**src/rtl/pipelined_logic_gate_n.sv**
```systemverilog
// N-input, W-bit bitwise AND/OR/XOR gate (optional output inversion and per-input bubbles)
// registered through a valid/ready pipeline. Define GATE_TRANSFER_COUNT_EN to add Xfer_Count.
module pipelined_logic_gate_n #(
  parameter int                   NumInputs    = 4,
  parameter int                   BitWidth     = 1,
  parameter int                   Mode         = 1,
  parameter bit                   InvertOutput = 1'b1,
  parameter logic [NumInputs-1:0] BubblesMask  = '0,
  parameter int                   PipeStages   = 2
) (
  input  logic                          GlobalClock,
  input  logic                          nReset,
  input  logic                          ClockEnable,
  input  logic [NumInputs*BitWidth-1:0] Inputs,
  input  logic                          In_Valid,
  output logic                          In_Ready,
  output logic [BitWidth-1:0]           Result,
  output logic                          Out_Valid,
`ifdef GATE_TRANSFER_COUNT_EN
  output logic [15:0]                   Xfer_Count,
`endif
  input  logic                          Out_Ready
);

  localparam int ModeAnd = 0;
  localparam int ModeOr  = 1;
  localparam int ModeXor = 2;
  localparam int Last    = PipeStages - 1;

  if (Mode > ModeXor || Mode < ModeAnd) begin : g_bad_mode
    $error("pipelined_logic_gate_n: Mode %0d is illegal (0 AND, 1 OR, 2 XOR)", Mode);
  end
  if (NumInputs < 2 || NumInputs > 16) begin : g_bad_inputs
    $error("pipelined_logic_gate_n: NumInputs %0d out of range 2..16", NumInputs);
  end
  if (BitWidth < 1 || BitWidth > 32) begin : g_bad_width
    $error("pipelined_logic_gate_n: BitWidth %0d out of range 1..32", BitWidth);
  end
  if (PipeStages < 1 || PipeStages > 4) begin : g_bad_stages
    $error("pipelined_logic_gate_n: PipeStages %0d out of range 1..4", PipeStages);
  end

  // Combinational front end: bubble, reduce, optionally invert.
  logic [BitWidth-1:0] front_value;

  always_comb begin
    logic [BitWidth-1:0] operand;
    logic [BitWidth-1:0] reduced;
    // NOTE: every variable gets a value on every path before use, otherwise a latch is inferred.
    operand = '0;
    reduced = (Mode == ModeAnd) ? '1 : '0;
    for (int i = 0; i < NumInputs; i++) begin
      operand = Inputs[i*BitWidth +: BitWidth] ^ {BitWidth{BubblesMask[i]}};
      if (Mode == ModeAnd)     reduced = reduced & operand;
      else if (Mode == ModeOr) reduced = reduced | operand;
      else                     reduced = reduced ^ operand;
    end
    front_value = reduced ^ {BitWidth{InvertOutput}};
  end

  // Pipeline state and handshake
  logic [PipeStages-1:0] stage_valid;
  logic [BitWidth-1:0]   stage_data [PipeStages];
  logic [PipeStages-1:0] advance;
  logic [PipeStages-1:0] load_valid;
  logic [BitWidth-1:0]   load_data  [PipeStages];
  logic                  in_xfer;

  // Advance ripples from Out_Ready at the head back to S0, so a full pipe still streams.
  always_comb begin
    logic chain;
    advance       = '0;
    chain         = ClockEnable & (~stage_valid[Last] | Out_Ready);
    advance[Last] = chain;
    for (int k = PipeStages - 2; k >= 0; k--) begin
      chain      = ClockEnable & (~stage_valid[k] | chain);
      advance[k] = chain;
    end
  end

  assign In_Ready = nReset & advance[0];
  assign in_xfer  = In_Valid & In_Ready;

  always_comb begin
    load_valid[0] = in_xfer;
    load_data[0]  = front_value;
    for (int k = 1; k < PipeStages; k++) begin
      load_valid[k] = stage_valid[k-1];
      load_data[k]  = stage_data[k-1];
    end
  end

  // NOTE: state registers use non-blocking assignments so every stage samples pre-edge values.
  always_ff @(posedge GlobalClock or negedge nReset) begin
    if (!nReset) begin
      stage_valid <= '0;
      // NOTE: the data array is reset too, because Result must read 0 while in reset.
      for (int k = 0; k < PipeStages; k++) begin
        stage_data[k] <= '0;
      end
    end else begin
      for (int k = 0; k < PipeStages; k++) begin
        if (advance[k]) begin
          stage_valid[k] <= load_valid[k];
          if (load_valid[k]) begin
            stage_data[k] <= load_data[k];
          end
        end
      end
    end
  end

  assign Out_Valid = stage_valid[Last];
  assign Result    = stage_data[Last];

`ifdef GATE_TRANSFER_COUNT_EN
  // Saturating count of output transfers carrying a nonzero Result.
  logic [15:0] xfer_count;

  always_ff @(posedge GlobalClock or negedge nReset) begin
    if (!nReset) begin
      xfer_count <= '0;
    end else if (advance[Last] && stage_valid[Last] && (|stage_data[Last])
                 && (xfer_count != 16'hFFFF)) begin
      xfer_count <= xfer_count + 16'd1;
    end
  end

  assign Xfer_Count = xfer_count;
`endif

endmodule

```
**config.mk**
```make
export PLATFORM = sky130hd
export DESIGN_NAME = pipelined_logic_gate_n
export DESIGN_NICKNAME = d
export VERILOG_FILES = /design/src/rtl/pipelined_logic_gate_n.sv
export SDC_FILE = /design/constraint.sdc
export NUM_CORES = 1
export LEC_CHECK = 0
export CAP_MARGIN = 10
export CELL_PAD_IN_SITES_DETAIL_PLACEMENT = 1
export CELL_PAD_IN_SITES_GLOBAL_PLACEMENT = 2
export CORE_AREA = 2 2 39 41
export CTS_CLUSTER_DIAMETER = 30
export DETAILED_ROUTE_END_ITERATION = 6
export DIE_AREA = 0 0 41 43
export PLACE_DENSITY = 0.62
export SYNTH_ARGS = -nofsm -noshare
export SYNTH_HDL_FRONTEND = slang
export SYNTH_SLANG_ARGS = --single-unit
```
**constraint.sdc**
```tcl
create_clock -name GlobalClock -period 1.2 [get_ports GlobalClock]
set_input_delay 0.12 -clock GlobalClock [delete_from_list [all_inputs] [get_ports GlobalClock]]
set_output_delay 0.12 -clock GlobalClock [all_outputs]
set_load 0.03 [all_outputs]
```
=== Word level (Yosys, flattened, before mapping) ===
Cells that the tools add are included.

* Bitwise operators: 12
* Reduce and logical (&&, ||, !) cells: 2

{| class="wikitable"
|+ Operator list
! kind !! count
|-
| $or 1x1->1 || 5
|-
| $and 1x1->1 || 4
|-
| $reduce_and 2->1 || 2
|-
| $not 1->1 || 3
|}

* Bits in registers: 4
* Input bits: 9
* Output and inout port bits: 3

=== Logic depth before layout (Yosys ltp) ===
* Word-level depth: 8
* Gate-level depth with buffers: 3
* Mapped depth without buffers: 3

=== Worst setup path after synthesis ===
Ideal clock, no wire load.

* Path kind: register -> output
* Start: register stage_valid[1]
* End: output In_Ready
* Arrival time: 1206 ps
* Required time: 1080 ps
* Path slack: -126 ps
* Stages on the path, launching flop included: 3
* Cell sequence: dfrtp_1 > nor2b_1 > a21oi_1

* Cells in the longest elaborated chain, start to end: 6

{| class="wikitable"
|+ Ends and longest elaborated chain
! item !! RTL line !! text
|-
| start: declaration || 62 || <nowiki>logic [PipeStages-1:0] stage_valid;</nowiki>
|-
| start signal: indexed assignment || 104 || <nowiki>stage_valid[k] <= load_valid[k];</nowiki>
|-
| $not 1->1 || 73 || <nowiki>chain = ClockEnable & (~stage_valid[Last] | Out_Ready);</nowiki>
|-
| $or 1x1->1 || 73 ||
|-
| $and 1x1->1 || 73 ||
|-
| $or 1x1->1 || 76 || <nowiki>chain = ClockEnable & (~stage_valid[k] | chain);</nowiki>
|-
| $and 1x1->1 || 76 ||
|-
| $and 1x1->1 || 81 || <nowiki>assign In_Ready = nReset & advance[0];</nowiki>
|-
| end: declaration || 16 || <nowiki>output logic In_Ready,</nowiki>
|}

Every way passes these cells.

=== Final worst setup path ===
Same ends and word-level chain as after synthesis.

==> impl_metrics.py <==
metrics = {
    "run_status": {
        "status": "finished clean",
    },
    "floorplan": {
        "initial_core_util_pct": 13.6,
        "row_count": 14,
        "die_area_sq_mm": 0.00176,
        "die_x_um": 41,
        "ioPinCount": 12,
        "die_h_um": 43,
        "coreArea_sq_mm": 0.00138,
    },
    "clock_tree": {
        "cts_tree": "built",
        "clk_pin_slew_ns": 0.03,
        "root_buffer": "clkbuf_4",
        "ctsLongestPathBuffers": 2,
        "htreeDepth": 1,
        "clock_insertion_delay_worst_skew_ns": 0.23,
        "cts_sinks": 4,
        "cts-hold-fix-buffers": 0,
        "numCtsBuffers": 3,
    },
    "setup_path": {
        "r2r-end": "Result",
        "worst-r2r-cell-count": 4,
        "worstPathCellList": "nor2b_4, a21oi_2, buf_6",
        "critPathArrivalTime_ns": 1.03,
        "rr_startpoint": "stage_valid[1]",
        "slowest_delay_ns": 0.37,
        "crit_family": "flip-flops",
        "cp.required_ns": 1.08,
        "r2r_slack_ns": 0.18,
        "critPathMaxFanout": 4,
        "slowest_stage": "dfrtp_1",
        "path_buf_inv": 1,
        "startpoint_type": "register",
        "end_kind": "output port",
        "worstSetupPathType": "reg2out",
    },
    "timing": {
        "tightest_slew_ns": 0.306,
        "slew_headroom_pct": 79.7,
        "clock_skew_ns": 0.00193,
        "period_share_pct": 95.9,
        "slew_violations": 0,
        "rsz0062_at_grt": "true",
        "worst_slack_ns": 0.0488,
        "fin_crit_ns": 1.15,
        "fmax_mhz": 869,
        "hold_viol": 0,
        "setup_viol": 0,
    },
    "place": {
        "post-place-ws_ns": -0.104,
        "gp_congestion": 0.624,
        "io_buffers": 11,
        "dp_hpwl_um": 470,
    },
    "pwr": {
        "leakage_nw": 0.180,
        "peakVddDrop_v": 0.000541,
        "power.density_mw_per_mm2": 1270,
    },
    "logic_synthesis": {
        "synth_nets": 29,
        "synthTopCellsByArea": "dfrtp_1, nand2_1, a21oi_1, mux2i_1, o21ai_0",
        "synth_seq_cells": 4,
        "syn_area_per_cell_sq_um": 9.38,
        "ys_types": 11,
        "syn_area_sq_um": 188,
        "yosysTopAreaCell": "dfrtp_1",
        "synth_seq_area_share_pct": 53.3,
        "postSynthCellCount": 20,
        "synth_top_area_share_pct": 53.3,
        "ys_warn_count": 0,
    },
    "finish": {
        "area_growth_pct": 105,
        "final_cell_mix": "clkdlybuf4s50_1, buf_4, dfrtp_1, nand2_1, clkbuf_4",
        "layout.nets": 50,
        "n_antenna_cell": 0,
        "final_common_cell": "clkdlybuf4s50_1",
        "layout-drive-gt1-share_pct": 30.8,
        "final_util_pct": 27.8,
    },
    "route": {
        "vias": 230,
        "drt-wirelength-per-cell_um": 10.5,
        "drt_iter0_markers": 3,
        "dr.pass1.iters": 2,
        "viasPerCell": 4.18,
        "route.detailed.drc": 0,
        "ant_nets": 0,
        "drt-total-wl_um": 580,
    },
    "global_routing": {
        "grt_max_degree": 6,
        "grt_first_pass_wirelength_um": 945,
        "antenna_found_initial": 0,
        "grt_pass1_vias": 244,
        "grt_usage_pct": 8.66,
        "gr-total-overflow": 0,
    },
    "flow_run": {
        "cap_violations": 0,
    },
    "worst_hold_path": {
        "hold_path_class": "in2async",
    },
}
==> state kept, by name, summed over array words and instances (netlist names) <==
name         flops
load_data        1
stage_valid      2
Result           1
==> worst max-delay path by stage <==
stage	depth (start not counted)	start	endpoint	slack (ns)
finish	3	stage_valid[1]	In_Ready	0.05
global route	3	stage_valid[1]	In_Ready	-0.02
CTS	2	stage_valid[1]	Out_Valid	0.01
detailed placement	3	Inputs[1]	load_data[0]	-0.10
global placement	3	Inputs[1]	load_data[0]	-0.06
floorplan	3	stage_valid[1]	load_data[0]	0.02
==> logic make-up after synthesis <==
group / count (synthesis) / synth area share, %
AO/OA/AOI/OAI: 6 / 19.3
buffers and inverters: 2 / 4.00
flip-flops: 4 / 53.3
multiplexers: 1 / 5.33
AND/OR/NAND/NOR: 7 / 18.0
==> synth_stat cells (all sizes together) <==
library cell / count
nand2: 4
nor2b: 1
nand3: 1
or4: 1
a21oi: 2
inv: 2
dfrtp: 4
o21ai: 2
o31ai: 1
mux2i: 1
a22o: 1
==> cell type report <==
type | instances | area [sq um]
tap | 16 | 20.0
sequential | 4 | 100
fill | 171 | 1000
timing repair buffer | 16 | 143
clock buffer | 3 | 22.5
multi-input combinational | 14 | 91.3
inverter | 2 | 7.51
==> per-layer routing <==
layer | wire length, um | global-route usage (%)
met4 | 6 | 4.00
met5 | 0 | 0
met2 | 273 | 10.9
met1 | 216 | 8.77
met3 | 83 | 9.42
==> through the flow <==
stage | power (mW) | area, sq um | std cells | TNS, ns | hold WS (ns)
2_1_floorplan | 0.241 | 191 | 20 | 0 | -0.176
6_report | 0.489 | 384 | 55 | 0 | 0.234
4_1_cts | 0.492 | 377 | 54 | 0 | 0.229
3_3_place_gp | 0.330 | 349 | 51 | -0.0641 | 0.457
5_1_grt | 0.535 | 384 | 55 | -0.0184 | 0.242
3_5_place_dp | 0.331 | 349 | 51 | -0.134 | 0.462
==> report_power, final <==
part | internal, mW | switching [mW] | leakage [nW]
logic | 0.0802 | 0.0812 | 0.114
registers | 0.158 | 0.0143 | 0.0519
clock network | 0.111 | 0.0440 | 0.0138
==> what timing repair did <==
action | 4_1_cts | 5_1_grt
endpoints found under the setup margin | 3 | 2
hold endpoints to repair | 0 | 0
buffers inserted | 1 | 1
resized for setup | 5 | 2
pin swaps | 1 | 1
Note: power is estimated with default switching activity, not from simulation.
